File: config.mk
export PLATFORM = sky130hd
export DESIGN_NAME = multiword_addsub_ctrl
export DESIGN_NICKNAME = d
export VERILOG_FILES = /design/src/rtl/multiword_addsub_ctrl_pkg.sv /design/src/rtl/nibble_addsub_slice.sv /design/src/rtl/multiword_addsub_ctrl.sv
export SDC_FILE = /design/constraint.sdc
export NUM_CORES = 1
export LEC_CHECK = 0
export BUFFER_PORTS_ARGS = -buffer_cell sky130_fd_sc_hd__buf_2
export CORE_MARGIN = 1
export CORE_UTILIZATION = 30
export DETAILED_ROUTE_END_ITERATION = 8
export PLACE_DENSITY = 0.58
export SYNTH_ARGS = -nofsm -noshare
export SYNTH_HDL_FRONTEND = slang
export SYNTH_SLANG_ARGS = --single-unit
File: constraint.sdc
create_clock -name clk -period 5.5 [get_ports clk]
set_input_delay 0.275 -clock clk [delete_from_list [all_inputs] [get_ports clk]]
set_output_delay 0.275 -clock clk [all_outputs]
set_load 0.01 [all_outputs]
File: src/rtl/multiword_addsub_ctrl_pkg.sv
// Shared definitions for the nibble-serial add/subtract controller:
// FSM state encoding, mode encoding and the width of the reused slice.
package multiword_addsub_ctrl_pkg;

    localparam int SLICE_W = 4;

    localparam logic MODE_ADD = 1'b0;
    localparam logic MODE_SUB = 1'b1;

    typedef enum logic [1:0] {
        ST_IDLE = 2'd0,
        ST_RUN  = 2'd1,
        ST_DONE = 2'd2
    } state_t;

endpackage

File: src/rtl/nibble_addsub_slice.sv
// Combinational 4-bit slice: sum = a + (invert_b ? ~b : b) + cin.
// c3 is the carry into the slice MSB, used for signed overflow detection.
module nibble_addsub_slice
    import multiword_addsub_ctrl_pkg::*;
(
    input  logic [SLICE_W-1:0] a,
    input  logic [SLICE_W-1:0] b,
    input  logic               invert_b,
    input  logic               cin,
    output logic [SLICE_W-1:0] sum,
    output logic               cout,
    output logic               c3
);

    logic [SLICE_W-1:0] b_eff;
    logic [SLICE_W:0]   total;
    logic [SLICE_W-1:0] low;

    // Full slice sum plus a separate sum of the lower bits to expose the MSB carry-in.
    always_comb begin
        b_eff = invert_b ? ~b : b;
        total = {1'b0, a} + {1'b0, b_eff} + {{SLICE_W{1'b0}}, cin};
        low   = {1'b0, a[SLICE_W-2:0]} + {1'b0, b_eff[SLICE_W-2:0]}
              + {{(SLICE_W-1){1'b0}}, cin};
        sum   = total[SLICE_W-1:0];
        cout  = total[SLICE_W];
        c3    = low[SLICE_W-1];
    end

endmodule

File: src/rtl/multiword_addsub_ctrl.sv
// Nibble-serial WIDTH-bit add/subtract controller. One 4-bit slice is reused
// over NIBBLES cycles, LSB nibble first, with a registered carry between slices.
// Optional macro MULTIWORD_ADDSUB_SATURATE_EN clamps the result to signed
// max/min when the full-width operation overflows.
//
// state   | meaning
// --------+---------------------------------------------------------------
// ST_IDLE | waiting for a command; start_ready high
// ST_RUN  | processing nibble idx, one slice per clock
// ST_DONE | result and flags held with done_valid until done_ready
module multiword_addsub_ctrl
    import multiword_addsub_ctrl_pkg::*;
#(
    parameter  int NIBBLES = 4,
    localparam int WIDTH   = SLICE_W * NIBBLES
) (
    input  logic             clk,
    input  logic             rst_n,
    input  logic             start_valid,
    output logic             start_ready,
    input  logic [WIDTH-1:0] op_a,
    input  logic [WIDTH-1:0] op_b,
    input  logic             mode,
    output logic [WIDTH-1:0] result,
    output logic             carry_out,
    output logic             overflow,
    output logic             done_valid,
    input  logic             done_ready,
    output logic             busy
);

    localparam int             IW   = (NIBBLES > 1) ? $clog2(NIBBLES) : 1;
    localparam logic [IW-1:0]  LAST = IW'(NIBBLES - 1);
`ifdef MULTIWORD_ADDSUB_SATURATE_EN
    localparam logic [WIDTH-1:0] SAT_MAX = {1'b0, {(WIDTH-1){1'b1}}};
    localparam logic [WIDTH-1:0] SAT_MIN = {1'b1, {(WIDTH-1){1'b0}}};
`endif

    state_t             state;
    logic [WIDTH-1:0]   a_q;
    logic [WIDTH-1:0]   b_q;
    logic               mode_q;
    logic               carry_q;
    logic [IW-1:0]      idx;

    logic [SLICE_W-1:0] a_nib;
    logic [SLICE_W-1:0] b_nib;
    logic [SLICE_W-1:0] s_nib;
    logic               s_cout;
    logic               s_c3;

    // Select the current nibble of each captured operand for the shared slice.
    always_comb begin
        a_nib = a_q[idx*SLICE_W +: SLICE_W];
        b_nib = b_q[idx*SLICE_W +: SLICE_W];
    end

    nibble_addsub_slice u_slice (
        .a        (a_nib),
        .b        (b_nib),
        .invert_b (mode_q == MODE_SUB),
        .cin      (carry_q),
        .sum      (s_nib),
        .cout     (s_cout),
        .c3       (s_c3)
    );

    // Controller FSM with registered handshake outputs and result/flags.
    always_ff @(posedge clk or negedge rst_n) begin
        if (!rst_n) begin
            state       <= ST_IDLE;
            start_ready <= 1'b1;
            done_valid  <= 1'b0;
            busy        <= 1'b0;
            result      <= '0;
            carry_out   <= 1'b0;
            overflow    <= 1'b0;
            a_q         <= '0;
            b_q         <= '0;
            mode_q      <= 1'b0;
            carry_q     <= 1'b0;
            idx         <= '0;
        end else begin
            case (state)
                ST_IDLE: begin
                    if (start_valid) begin
                        a_q         <= op_a;
                        b_q         <= op_b;
                        mode_q      <= mode;
                        carry_q     <= mode;
                        idx         <= '0;
                        state       <= ST_RUN;
                        start_ready <= 1'b0;
                        busy        <= 1'b1;
                    end
                end
                ST_RUN: begin
                    result[idx*SLICE_W +: SLICE_W] <= s_nib;
                    carry_q <= s_cout;
                    idx     <= idx + IW'(1);
                    if (idx == LAST) begin
                        carry_out  <= s_cout;
                        overflow   <= s_c3 ^ s_cout;
                        state      <= ST_DONE;
                        done_valid <= 1'b1;
`ifdef MULTIWORD_ADDSUB_SATURATE_EN
                        // On overflow the true result has the sign of A.
                        if (s_c3 ^ s_cout) begin
                            result <= a_q[WIDTH-1] ? SAT_MIN : SAT_MAX;
                        end
`endif
                    end
                end
                ST_DONE: begin
                    if (done_ready) begin
                        state       <= ST_IDLE;
                        done_valid  <= 1'b0;
                        busy        <= 1'b0;
                        start_ready <= 1'b1;
                    end
                end
                default: begin
                    state       <= ST_IDLE;
                    start_ready <= 1'b1;
                    done_valid  <= 1'b0;
                    busy        <= 1'b0;
                end
            endcase
        end
    end

endmodule
==> results.json, run 1 <==
{
  "status": "finished clean",
  "crit_chain": "mux4_1, xnor2_1, fa_1, fa_1, nand2b_1, a21oi_1, xnor2_1, o21ai_0",
  "slowest_stage": "dfrtp_1",
  "grt_pass1_wl_mm": 10.1,
  "portBuffers": 57,
  "synth-simple-area-share": 0.219,
  "hp-class": "in2async",
  "setup_viol": 0,
  "viasPerCell": 4.48,
  "ctsHoldBuffers": 0,
  "ir_drop_v": 0.000243,
  "drive_above_1_share": 0.266,
  "final_cell_area_sq_um": 3390,
  "clockBufferDepth": 2,
  "syn_nets": 331,
  "grt_pass1_vias": 2119,
  "cts_resized": 0,
  "final_nets": 389,
  "cts_setup_buffers": 0,
  "period_share": 0.506,
  "wirelength_mm": 6.00,
  "synthCells": 283,
  "max_stage_delay_ns": 0.65,
  "clk_pin_slew_ns": 0.06,
  "synth_area_sq_um": 2820,
  "place_area_sq_um": 3160,
  "antenna_cells": 0,
  "critical_path_class": "reg2reg",
  "rsz0062_at_grt": "no",
  "worstMarginPinSlew_ns": 1.16,
  "required_ns": 5.73,
  "drc_errors": 0,
  "muxShareOfSynthArea": 0.0706,
  "synth_ff_type": "dfrtp_1",
  "ant_nets": 0,
  "grt_usage": 0.136,
  "synth_top_cell_by_area": "dfrtp_1",
  "finalSetupTns_ns": 0,
  "maxCapViolCount": 0,
  "synth_compound_area_frac": 0.0599,
  "slew_headroom": 0.226,
  "place_ws_ns": 2.73,
  "fin_skew_ns": 0.0101,
  "total_power_mw": 2.35,
  "path_buf_inv": 0,
  "yosysMostFrequentCell": "nand2_1",
  "place_congestion": 0.779,
  "yosys.area_share.adder": 0.0542,
  "dp_hpwl_mm": 4.34,
  "syn_to_final_growth_pct": 20.1,
  "synth_xor_area_frac": 0.0249,
  "ys_top_cells_by_area": "dfrtp_1, nand2_1, mux4_2",
  "ioPinCount": 58,
  "syn_area_per_cell_sq_um": 9.96,
  "synthTopCellsByCount": "nand2_1, dfrtp_1, o21ai_0",
  "ys_types": 32,
  "fin_cells": 457,
  "synth-edff-count": 0,
  "placementRows": 35,
  "core_area_sq_um": 9150,
  "first_pass_iters": 4,
  "regArea_sq_um": 1480,
  "yosysSeqAreaShare": 0.524,
  "crit_fanout": 12,
  "n_fill_cell": 940,
  "die_x_um": 98.9,
  "antenna_found_initial": 0,
  "multi_input_area_sq_um": 1210,
  "gr-total-overflow": 0,
  "finalCriticalPeriod_ns": 2.78,
  "synth_top_cell_area_share": 0.515,
  "leakage_nw": 1.76,
  "fmax_mhz": 359,
  "finalHoldViolCount": 0,
  "cts_root_buf": "clkbuf_8",
  "numCtsBuffers": 9,
  "setup_slack_ns": 2.72,
  "die_area_sq_um": 9790,
  "endpoint_kind": "register",
  "yosysWarnings": 0,
  "grt_max_degree": 60,
  "critPathArrivalTime_ns": 3.02,
  "clock_sinks": 59,
  "die_height_um": 98.9,
  "synth_top_family_by_area": "simple AND/OR/NAND/NOR gates",
  "powerDensity_nw_per_um2": 696,
  "startpoint_type": "register",
  "drtIter0Drc": 88,
  "wire_per_inst_um": 13.1,
  "report.final.slew_viol_count": 0,
  "async_flop_share": 1.00,
  "cts_tree": "done",
  "clk_latency_ns": 0.35,
  "synth-seq-cells": 59,
  "floorplan.initialDensity": 0.308,
  "dr_total_vias": 2049,
  "dp.cells": 441,
  "cp_top_family": "adder cells",
  "cts_htree_levels": 3
}
per-layer routing:
metal | global-route usage | up-vias | share of wire
li1 | - | 1029 | -
met1 | 0.168 | 965 | 0.46
met2 | 0.214 | 44 | 0.47
met3 | 0.0489 | 11 | 0.049
met4 | 0.0551 | 0 | 0.016
met5 | 0 | - | 0
cell type report:
class,instances,share of cell area
flip-flops and latches,59,0.436
multi-input cells,204,0.357
repair buffers,60,0.0909
clock buffers,12,0.0458
well taps,111,0.0410
clock inverters,4,0.0214
inverters,7,0.00776
per-stage QoR:
stage	util	hold WS, ns
after global placement	0.345	0.456
after detailed placement	0.345	0.463
final	0.370	0.0733
after global routing	0.370	0.110
after CTS	0.370	0.0939
after floorplan	-	-0.0206
power breakdown:
part	internal (mW)	switching [mW]
sequential	0.620	0.128
clock	0.279	0.171
combinational	0.481	0.675
logic make-up (layout without fill, tap and decap cells):
family          count (synthesis)  in the layout
xor+xnor                        8              8
fa+ha+maj                      11             11
mux                             9              9
flops                          59             59
simple gates                  147            147
compound gates                 29             29
buf+inv                        20             83
path summary, 6_finish.rpt:
path | endpoint | startpoint | slack [ns] | cells after the start
hold reg to reg | result[13] | result[13] | 0.47 | 2
min in group clk | b_q[15] | op_b[15] | 0.11 | 3
max in group asynchronous | state[0] | rst_n | 4.92 | 2
setup / recovery | overflow | idx[1] | 2.72 | 8
hold / removal | result[12] | rst_n | 0.07 | 2
setup reg to reg | overflow | idx[1] | 2.72 | 8
flip-flops by register name, indices dropped and copies added, names as in the netlist:
name and flops:
idx 2, a_q 16, busy 1, b_q 16
mode_q 1, overflow 1, result 16, state 2
start_ready 1, carry_out 1, carry_q 1, done_valid 1
cell usage in the layout, fill, tap and decap left out, types with 2 or more instances in the layout:
master,count
a21oi_1,5
buf_2,57
buf_4,3
bufinv_16,2
clkbuf_8,11
dfrtp_1,58
fa_1,2
ha_1,9
inv_1,7
mux4_2,7
nand2_1,126
nand2_4,2
nand2b_4,2
nand4_1,3
nor2_1,7
nor2_2,2
o21ai_0,17
o31ai_1,2
xnor2_1,3
xor2_1,5
No activity file was read; power rests on OpenSTA's default activity.
==> run 2, diff against run 1 <==
--- a/config.mk
+++ b/config.mk
@@ -5,6 +5,7 @@
 export SDC_FILE = /design/constraint.sdc
 export NUM_CORES = 1
 export LEC_CHECK = 0
+export ABC_AREA = 1
 export BUFFER_PORTS_ARGS = -buffer_cell sky130_fd_sc_hd__buf_2
 export CORE_MARGIN = 1
 export CORE_UTILIZATION = 30
==> constraint.sdc (replaced) <==
create_clock -name clk -period 2.6 [get_ports clk]
set_input_delay 0.13 -clock clk [delete_from_list [all_inputs] [get_ports clk]]
set_output_delay 0.13 -clock clk [all_outputs]
set_load 0.01 [all_outputs]
==> results.json, run 2 <==
{
  "n_fill_cell": 957,
  "setup_viol": 0,
  "syn_to_final_growth_pct": 34.0,
  "numCtsBuffers": 9,
  "startpoint_type": "register",
  "grt_usage": 0.145,
  "maxCapViolCount": 0,
  "dp.cells": 506,
  "portBuffers": 57,
  "antenna_cells": 0,
  "ant_nets": 0,
  "core_area_sq_um": 9200,
  "synth_top_cell_area_share": 0.513,
  "hp-class": "in2reg",
  "grt_pass1_wl_mm": 11.0,
  "ioPinCount": 58,
  "synth_area_sq_um": 2830,
  "cts_root_buf": "clkbuf_8",
  "grt_pass1_vias": 2418,
  "powerDensity_nw_per_um2": 1350,
  "final_cell_area_sq_um": 3790,
  "slowest_stage": "dfrtp_2",
  "drt-met1-wl_mm": 3.08,
  "layout_commonest_cell": "nand2_1",
  "clk_latency_ns": 0.35,
  "syn_nets": 389,
  "fmax_mhz": 410,
  "critical_path_class": "reg2reg",
  "report.final.slew_viol_count": 0,
  "die_area_sq_um": 9830,
  "layout_common_cells": "nand2_1, dfrtp_1, buf_2",
  "met3WireLength_um": 277,
  "clock_sinks": 59,
  "synth_ff_type": "dfrtp_1",
  "status": "finished clean",
  "async_flop_share": 1.00,
  "antenna_found_initial": 0,
  "route.met2.wl_mm": 3.07,
  "clockBufferDepth": 2,
  "synth-edff-count": 0,
  "finalCriticalPeriod_ns": 2.44,
  "synthTopCellsByCount": "nand2_1, dfrtp_1, o21ai_0",
  "ys_top_cells_by_area": "dfrtp_1, nand2_1, o21ai_0",
  "wire_per_inst_um": 11.8,
  "dp_hpwl_mm": 4.76,
  "drc_errors": 0,
  "required_ns": 2.82,
  "highest_layer": "met4",
  "syn_area_per_cell_sq_um": 8.30,
  "synthCells": 341,
  "critPathArrivalTime_ns": 2.67,
  "rsz0062_at_grt": "no",
  "synth-seq-cells": 59,
  "period_share": 0.939,
  "worstMarginPinSlew_ns": 1.04,
  "die_height_um": 99.2,
  "grt_max_degree": 48,
  "ys_types": 28,
  "wirelength_mm": 6.50,
  "leakage_nw": 2.01,
  "cts_htree_levels": 3,
  "fin_skew_ns": 0.00624,
  "yosysWarnings": 0,
  "synth_top_cell_by_area": "dfrtp_1",
  "die_x_um": 99.2,
  "viasPerCell": 4.47,
  "cp_top_family": "adder cells",
  "yosysMostFrequentCell": "nand2_1",
  "ir_drop_v": 0.000542,
  "gr-total-overflow": 0,
  "fin_cells": 553,
  "path_buf_inv": 1,
  "place_congestion": 0.781,
  "crit_fanout": 11,
  "dr_total_vias": 2472,
  "reg2reg_slack_ns": 0.16,
  "top_regs": "a_q x16, b_q x16, result x16",
  "cts_tree": "done",
  "finalHoldViolCount": 0,
  "clk_pin_slew_ns": 0.06,
  "slew_headroom": 0.310,
  "placementRows": 35,
  "total_power_mw": 5.12,
  "final_nets": 485,
  "max_stage_delay_ns": 0.44,
  "endpoint_kind": "register",
  "drive_above_1_share": 0.215,
  "crit_chain": "buf_4, nand2_1, a32o_1, fa_1, fa_1, xor2_1, nor2_1, nand2_1, o21ai_1",
  "first_pass_iters": 4,
  "finalSetupTns_ns": 0,
  "yosysSeqAreaShare": 0.522,
  "floorplan.initialDensity": 0.308,
  "drtIter0Drc": 139,
  "place_area_sq_um": 3260
}
==> run 2: cell count changes after synthesis, sizes merged, moves of 3 or more <==
cell    delta
xnor2      -3
mux4       -8
nand2     +28
inv       +17
o21ai     +12
nand3     +13
nor2       +3
nand2b     -3
==> run 2: worst paths after layout <==
check	from	endpoint	depth (start not counted)
max in group asynchronous	rst_n	start_ready	3
worst min register to register	a_q[10]	a_q[10]	2
worst max-delay path	idx[0]	result[6]	9
worst max register to register	idx[0]	result[6]	9
worst min-delay path	op_b[5]	b_q[5]	3
min in group asynchronous	rst_n	result[0]	2
==> run 2: timing repair <==
action	CTS	global route
endpoints found under the hold margin	35	0
hold buffers	31	0
setup buffers	0	0
resized for setup	0	1
endpoints found under the setup margin	0	2
==> run 2: cell type report <==
class	instances	area (sq um)	area share
repair buffers	97	663	0.175
flip-flops and latches	59	1480	0.390
inverters	24	90.1	0.0237
clock inverters	5	75.1	0.0198
multi-input cells	246	1200	0.315
well taps	111	139	0.0366
clock buffers	11	151	0.0399
==> run 2: cells by family (layout without fill, tap and decap cells) <==
group / count (synthesis) / after routing / synth area share
buffers and inverters: 36 / 137 / 0.0557
adders and majority gates: 11 / 11 / 0.0539
DFF: 59 / 59 / 0.522
xor gates and xnor gates: 5 / 5 / 0.0181
and+or+nand+nor: 185 / 185 / 0.258
AOI/OAI and AO/OA: 45 / 45 / 0.0924
==> run 2: where the power goes <==
| part | internal [mW] | switching (mW) |
|---|---|---|
| sequential | 1.34 | 0.260 |
| clock | 0.586 | 0.358 |
| combinational | 0.970 | 1.61 |
==> run 2: per-layer routing <==
layer | global-route usage | vias to the layer above
met5 | 0 | -
met4 | 0.0475 | 0
met3 | 0.0492 | 9
met2 | 0.231 | 48
met1 | 0.185 | 1137
li1 | - | 1278
==> run 2: worst min-delay path: cells and delay by family <==
kind          cells  cell delay (ns)
simple gates      2             0.11
buf+inv           1             0.08
==> run 2: through the flow <==
stage | worst slack [ns] | hold slack, ns | util
after detailed placement | 0.140 | 0.334 | 0.354
final | 0.158 | 0.00629 | 0.413
after CTS | 0.108 | 0.00242 | 0.412
after global placement | 0.224 | 0.338 | 0.354
after global routing | 0.00433 | 0.00303 | 0.413
after floorplan | 0.231 | -0.166 | -
